File: src/rtl/tdma_slot_locator.sv
// TDMA slot locator: splits a TSF timestamp into frame count, slot index and
// in-slot offset using two passes through an external sequential divider.
// First pass: tsf / slot_len gives the absolute slot number and the offset.
// Second pass: slot number / frame_slots gives the frame count and slot index.
module tdma_slot_locator #(
    parameter int unsigned DIV_TIMEOUT = 127
) (
    input  logic        clk,
    input  logic        rst_n,
    input  logic        req_valid,
    output logic        req_ready,
    input  logic [31:0] tsf_us,
    input  logic [31:0] slot_len_us,
    input  logic [31:0] frame_slots,
    output logic        rsp_valid,
    input  logic        rsp_ready,
    output logic [31:0] frame_cnt,
    output logic [31:0] slot_idx,
    output logic [31:0] slot_off_us,
    output logic        err,
    output logic        div_enable,
    output logic [31:0] div_a,
    output logic [31:0] div_b,
    input  logic [31:0] div_quot,
    input  logic [31:0] div_rem,
    input  logic        div_done
);

    typedef enum logic [2:0] {
        IDLE,
        DIV1,
        REL1,
        DIV2,
        REL2,
        RESP
    } state_t;

    localparam logic [31:0] TIMEOUT = 32'(DIV_TIMEOUT);

    state_t      state_q,       state_d;
    logic        divEnable_q,   divEnable_d;
    logic [31:0] divA_q,        divA_d;
    logic [31:0] divB_q,        divB_d;
    logic [31:0] frameCnt_q,    frameCnt_d;
    logic [31:0] slotIdx_q,     slotIdx_d;
    logic [31:0] slotOff_q,     slotOff_d;
    logic        err_q,         err_d;
    logic [31:0] waitCnt_q,     waitCnt_d;
    logic [31:0] quot1_q,       quot1_d;
    logic [31:0] frameSlots_q,  frameSlots_d;

    // State and datapath registers; reset clears everything and parks in IDLE.
    always_ff @(posedge clk) begin
        if (!rst_n) begin
            state_q      <= IDLE;
            divEnable_q  <= 1'b0;
            divA_q       <= '0;
            divB_q       <= '0;
            frameCnt_q   <= '0;
            slotIdx_q    <= '0;
            slotOff_q    <= '0;
            err_q        <= 1'b0;
            waitCnt_q    <= '0;
            quot1_q      <= '0;
            frameSlots_q <= '0;
        end else begin
            state_q      <= state_d;
            divEnable_q  <= divEnable_d;
            divA_q       <= divA_d;
            divB_q       <= divB_d;
            frameCnt_q   <= frameCnt_d;
            slotIdx_q    <= slotIdx_d;
            slotOff_q    <= slotOff_d;
            err_q        <= err_d;
            waitCnt_q    <= waitCnt_d;
            quot1_q      <= quot1_d;
            frameSlots_q <= frameSlots_d;
        end
    end

    // Next-state logic: sequences the two divisions, the release phases and the timeout.
    always_comb begin
        state_d      = state_q;
        divEnable_d  = divEnable_q;
        divA_d       = divA_q;
        divB_d       = divB_q;
        frameCnt_d   = frameCnt_q;
        slotIdx_d    = slotIdx_q;
        slotOff_d    = slotOff_q;
        err_d        = err_q;
        waitCnt_d    = waitCnt_q;
        quot1_d      = quot1_q;
        frameSlots_d = frameSlots_q;

        case (state_q)
            IDLE: begin
                if (req_valid) begin
                    err_d        = 1'b0;
                    frameCnt_d   = '0;
                    slotIdx_d    = '0;
                    slotOff_d    = '0;
                    frameSlots_d = frame_slots;
                    waitCnt_d    = '0;
                    if ((slot_len_us == 32'd0) || (frame_slots == 32'd0)) begin
                        // A zero divisor skips the divider entirely; routing it
                        // through REL2 gives a fixed two-cycle error response.
                        err_d   = 1'b1;
                        state_d = REL2;
                    end else begin
                        divA_d      = tsf_us;
                        divB_d      = slot_len_us;
                        divEnable_d = 1'b1;
                        state_d     = DIV1;
                    end
                end
            end

            DIV1, DIV2: begin
                if (div_done) begin
                    divEnable_d = 1'b0;
                    if (state_q == DIV1) begin
                        quot1_d   = div_quot;
                        slotOff_d = div_rem;
                        state_d   = REL1;
                    end else begin
                        frameCnt_d = div_quot;
                        slotIdx_d  = div_rem;
                        state_d    = REL2;
                    end
                end else begin
                    waitCnt_d = waitCnt_q + 32'd1;
                    if (waitCnt_d == TIMEOUT) begin
                        // Give up on the divider and report an error straight away.
                        divEnable_d = 1'b0;
                        err_d       = 1'b1;
                        frameCnt_d  = '0;
                        slotIdx_d   = '0;
                        slotOff_d   = '0;
                        state_d     = RESP;
                    end
                end
            end

            REL1: begin
                if (!div_done) begin
                    divA_d      = quot1_q;
                    divB_d      = frameSlots_q;
                    divEnable_d = 1'b1;
                    waitCnt_d   = '0;
                    state_d     = DIV2;
                end
            end

            REL2: begin
                if (!div_done) begin
                    state_d = RESP;
                end
            end

            RESP: begin
                if (rsp_ready) begin
                    state_d = IDLE;
                end
            end

            default: begin
                state_d = IDLE;
            end
        endcase
    end

    assign req_ready   = (state_q == IDLE);
    assign rsp_valid   = (state_q == RESP);
    assign div_enable  = divEnable_q;
    assign div_a       = divA_q;
    assign div_b       = divB_q;
    assign frame_cnt   = frameCnt_q;
    assign slot_idx    = slotIdx_q;
    assign slot_off_us = slotOff_q;
    assign err         = err_q;

endmodule

File: config.mk
export PLATFORM = sky130hd
export DESIGN_NAME = tdma_slot_locator
export DESIGN_NICKNAME = d
export VERILOG_FILES = /design/src/rtl/tdma_slot_locator.sv
export SDC_FILE = /design/constraint.sdc
export NUM_CORES = 1
export LEC_CHECK = 0
export BUFFER_PORTS_ARGS = -buffer_cell sky130_fd_sc_hd__clkbuf_2
export CORE_MARGIN = 2
export CORE_UTILIZATION = 56
export CTS_CLUSTER_DIAMETER = 150
export DETAILED_ROUTE_END_ITERATION = 8
export PLACE_DENSITY_LB_ADDON = 0.12
export SLEW_MARGIN = 30
export SYNTH_ARGS = -nofsm -noshare
export SYNTH_HDL_FRONTEND = slang
export SYNTH_SLANG_ARGS = --single-unit
export TNS_END_PERCENT = 30
File: constraint.sdc
create_clock -name clk -period 4.7 [get_ports clk]
set_input_delay 1.41 -clock clk [delete_from_list [all_inputs] [get_ports clk]]
set_output_delay 1.41 -clock clk [all_outputs]
set_load 0.005 [all_outputs]
; Yosys cells after proc, flatten, opt, wreduce, memory -nomap -nowiden
; Index checks and enable logic that the tools add are counted.
; Widths: inputs -> output; s select.
[classes]
addsub = 1
n_eq_ne = 16
mux = 42
reduce_logical = 17
[op_table]
columns = op, n
row1 = $mux 32, 16
row2 = $pmux 32 s2, 5
row3 = $pmux 32 s3, 1
row4 = $logic_not 32->1, 2
row5 = $add 32x1->32 const B, 1
row6 = $eq 32x7->1 const B, 1
row7 = $mux 3, 8
row8 = $reduce_and 4->1, 5
row9 = $pmux 3 s5, 1
row10 = $ne 2x2->1 const B, 6
row11 = $reduce_and 5->1, 2
row12 = $mux 1, 9
row13 = $ne 3x3->1 const B, 3
row14 = $eq 3x2->1 const B, 2
row15 = $eq 3x3->1 const B, 2
row16 = $reduce_bool 2->1, 2
row17 = $eq 3x1->1 const B, 1
row18 = $logic_not 3->1, 1
row19 = $pmux 1 s3, 1
row20 = $reduce_and 3->1, 1
row21 = $reduce_bool 3->1, 1
row22 = $ne 2x1->1 const B, 1
row23 = $pmux 1 s2, 1
row24 = $reduce_and 2->1, 1
row25 = other kinds (2), 2
[word_totals]
ff_bits = 261
inputBits = 165
output_inout_bits = 164
elab_cells = 87

; Logic depth before layout (Yosys ltp)
[depth]
ltp_word = 5
depth_mapped = 11
mapped_depth_nobuf = 9

; Worst setup path after synthesis
; OpenSTA, ideal clock, no wires.
[synth_timing]
path_type = input to register
from = in slot_len_us[25]
to = reg divEnable_q (netlist: div_enable)
setup_time_ns = 0.125
arrival_ns = 2.877
required_ns = 4.575
path_slack_ns = 1.698
stages = 10
path_buffers = 2
cell_sequence = nor4_1 > nand4_1 > o22ai_1 > nor4_1 > a21oi_1 > nor2_1 > clkbuf_1 > clkbuf_1 > o21ai_0 > a21oi_1
[synth_between]
elab_chain_len = 4
[synth_rtl]
columns = element, line_no
row1 = "start, declared", 13  ; input logic [31:0] slot_len_us,
row2 = $logic_not 32->1, 104  ; if ((slot_len_us == 32'd0) || (frame_slots == 32'd0)) begin
row3 = $logic_or 1x1->1, 104
row4 = $ne 2x2->1 (no line), --
row5 = $reduce_and 5->1 (no line), --
row6 = "end signal, assigned", 68  ; divEnable_q <= divEnable_d;
row7 = "end, declared", 41  ; logic divEnable_q, divEnable_d;
; No other way between the ends.
; A chain may end at the register's enable or synchronous reset.

; Final worst setup path
[layout_timing]
from = reg waitCnt_q[0]
to = reg frameCnt_q[12] (netlist: frame_cnt[12])
[layout_between]
elab_chain_len = 4
[layout_rtl]
columns = element, line_no
row1 = "start, declared", 48  ; logic [31:0] waitCnt_q, waitCnt_d;
row2 = "start signal, assigned", 75  ; waitCnt_q <= waitCnt_d;
row3 = $add 32x1->32, 131  ; waitCnt_d = waitCnt_q + 32'd1;
row4 = $eq 32x7->1, 132  ; if (waitCnt_d == TIMEOUT) begin
row5 = $ne 3x3->1 (no line), --
row6 = $reduce_and 4->1 (no line), --
row7 = "end signal, assigned", 71  ; frameCnt_q <= frameCnt_d;
row8 = "end, declared", 44  ; logic [31:0] frameCnt_q, frameCnt_d;
; No other way between the ends.

==> impl_metrics.json <==
{
  "outcome": "finished clean",
  "dp_hpwl_um": 22300,
  "ys_warn_count": 0,
  "io_buffers": 328,
  "num_rows": 51,
  "max_freq_ghz": 0.271,
  "wl_per_cell_um": 17.7,
  "synth_edf_count": 0,
  "via_per_inst": 5.75,
  "syn_inst": 1273,
  "dp.cells": 1770,
  "crit_path_start_kind": "flip-flop",
  "cpMostUsedCell": "buf_4",
  "slowest_delay_ns": 0.56,
  "path_cells": "ha_1 > nand3_1 > buf_4 > nor4_4 > nand4_1 > mux2i_1 > nand2_1 > nor4_2 > a211oi_4 > buf_4 > a22o_1",
  "maxCapViolations": 0,
  "reg2reg_from": "waitCnt_q[0]",
  "setup_tns_ns": 0,
  "drv_slew": 0,
  "grt_max_degree": 66,
  "skew_ns": 0.0138,
  "critPathRequiredTime_ns": 5.13,
  "final_core_util_pct": 70.1,
  "synth_nets": 1440,
  "clock-sinks": 261,
  "synth_area_um2": 11000,
  "async_flop_share_pct": 0,
  "start_util_pct": 57.0,
  "place_congestion": 0.891,
  "grt_pass1_vias": 9472,
  "hold-worst-slack_ns": 0.454,
  "p_total_uw": 7160,
  "r2r.worst_path.cells": 11,
  "drt_wl_total_um": 32300,
  "coreArea_um2": 19400,
  "layout.nets": 1701,
  "drive_gt1_share_pct": 26.4,
  "fp.dieW_um": 144,
  "leakage_uw": 0.00551,
  "grt_use_total_pct": 29.1,
  "rr_endpoint": "frame_cnt[12]",
  "clk_pin_slew_ns": 0.06,
  "layout_commonest_cell": "clkbuf_2",
  "min_path_cells": 2,
  "hold_violations": 0,
  "holdCritStartpoint": "quot1_q[22]",
  "post_cts_buffers": 0,
  "firstDrtPassIters": 5,
  "crit_path_end_kind": "flip-flop",
  "path_class": "reg -> reg",
  "die-area_um2": 20900,
  "arrival_ns": 4.13,
  "drtAntennaViolNets": 0,
  "crit_slowest_cell": "nor4_4",
  "period_needed_ns": 3.70,
  "die_h_um": 144,
  "slew_headroom_pct": 35.1,
  "ctsHoldBuffers": 0,
  "ys_seq_elements": 261,
  "ios": 329,
  "cts_tree": "built",
  "drt-initial-drc-count": 662,
  "min_to": "quot1_q[22]",
  "root_buffer": "clkbuf_16",
  "clk_latency_ns": 0.55,
  "rrSetupSlack_ns": 1.00,
  "tightest_slew_ns": 0.974,
  "finalSetupViolations": 0,
  "yosys_most_used_dff": "dfxtp_1",
  "synth_cell_types": 65,
  "avgSynthCellArea_um2": 8.68,
  "yosysSeqAreaShare_pct": 47.3,
  "cts.path.max_buffers": 3,
  "cts.htree.levels": 1,
  "power_density_nw_per_um2": 527,
  "grt_overflow": 0,
  "vdd_ir_drop_max_uv": 323,
  "post_cts_resized": 0,
  "antenna_found_initial": 3,
  "layout.cells.non_filler": 1821,
  "numCtsBuffers": 27,
  "post-route-drc-count": 0,
  "rsz0062_at_grt": "false",
  "mostFrequentLayoutCells": "328 x clkbuf_2, 261 x dfxtp_1, 220 x nand2_1",
  "syn_to_final_growth_pct": 23.1,
  "period_share_pct": 78.6,
  "vias": 10500,
  "grt_pass1_wl_um": 49100,
  "hold_class": "reg -> reg",
  "critPathMaxFanout": 64
}
routing by layer:
metal | vias up | routed length [um] | track usage (%)
met5 | - | 0 | 0
met4 | 0 | 1360 | 13.0
met3 | 76 | 2290 | 5.83
met2 | 367 | 15600 | 48.9
met1 | 4900 | 13100 | 36.1
li1 | 5129 | - | -
worst max path at each step:
stage | endpoint | startpoint | cells after the start
finish | frame_cnt[12] | waitCnt_q[0] | 11
detailed placement | div_a[7] | slot_len_us[1] | 10
CTS | frame_cnt[1] | waitCnt_q[0] | 11
global route | frame_cnt[16] | waitCnt_q[0] | 11
floorplan | div_enable | slot_len_us[25] | 10
global placement | div_a[25] | slot_len_us[1] | 10
synthesized netlist by cell type, types with 8 or more instances:
master | count | area [um2]
dfxtp_1 | 261 | 5230
nand2_1 | 221 | 830
nor2_1 | 110 | 413
a21oi_1 | 101 | 505
clkbuf_1 | 93 | 349
a211oi_1 | 65 | 488
mux2i_1 | 65 | 651
o22ai_1 | 35 | 219
a22o_1 | 32 | 280
a32o_1 | 32 | 320
o21ai_0 | 25 | 125
nor4_1 | 23 | 144
nand4_1 | 22 | 138
nand3_1 | 20 | 100
nor3_1 | 18 | 90.1
and3_1 | 11 | 68.8
xor2_1 | 9 | 78.8
buf_2 | 8 | 40.0
xnor2_1 | 8 | 70.1
power breakdown:
| part | switching (uW) | internal, uW | leakage [uW] | total [uW] |
|---|---|---|---|---|
| combinational | 1460 | 804 | 0.00295 | 2260 |
| sequential | 233 | 2580 | 0.00213 | 2820 |
| clock | 869 | 1220 | 0.000437 | 2080 |
| total | 2560 | 4600 | 0.00551 | 7160 |
through the flow:
| step | setup WS (ns) | area [um2] |
|---|---|---|
| 6_report | 1.00 | 13600 |
| 5_1_grt | 0.624 | 13600 |
| 4_1_cts | 1.03 | 13600 |
| 3_5_place_dp | 0.932 | 12700 |
| 3_3_place_gp | 0.989 | 12700 |
| 2_1_floorplan | 1.70 | 11000 |
worst max-delay path, delay by kind of cell, from the launching register on:
kind / cells / cell delay, ns
multiplexers: 1 / 0.34
AO/OA/AOI/OAI: 2 / 0.43
flip-flops: 1 / 0.48
buffers and inverters: 2 / 0.56
adder cells (fa/ha/maj): 1 / 0.30
AND/OR/NAND/NOR: 5 / 1.45
sequential cells by signal (all words and copies together) (netlist names):
signal / cells
waitCnt_q: 32
slot_off_us: 32
frameSlots_q: 32
quot1_q: 32
err: 1
state_q: 3
div_a: 32
div_enable: 1
div_b: 32
frame_cnt: 32
slot_idx: 32
layout make-up:
| type | count | area (um2) |
|---|---|---|
| Antenna cell | 4 | 10.0 |
| Timing Repair Buffer | 348 | 1810 |
| Fill cell | 1632 | 5800 |
| Inverter | 8 | 32.5 |
| Sequential cell | 261 | 5230 |
| Tap cell | 265 | 332 |
| Clock buffer | 42 | 832 |
| Multi-Input combinational cell | 888 | 5320 |
| Clock inverter | 5 | 43.8 |
cells by family after synthesis:
logic type,count (synthesis),share of synthesized area [%]
compound gates,329,20.5
xor+xnor,17,1.35
fa+ha+maj,2,0.226
buf+inv,124,4.85
flops,261,47.3
mux,65,5.89
simple gates,475,19.9
No activity file was read; power rests on OpenSTA's default activity.
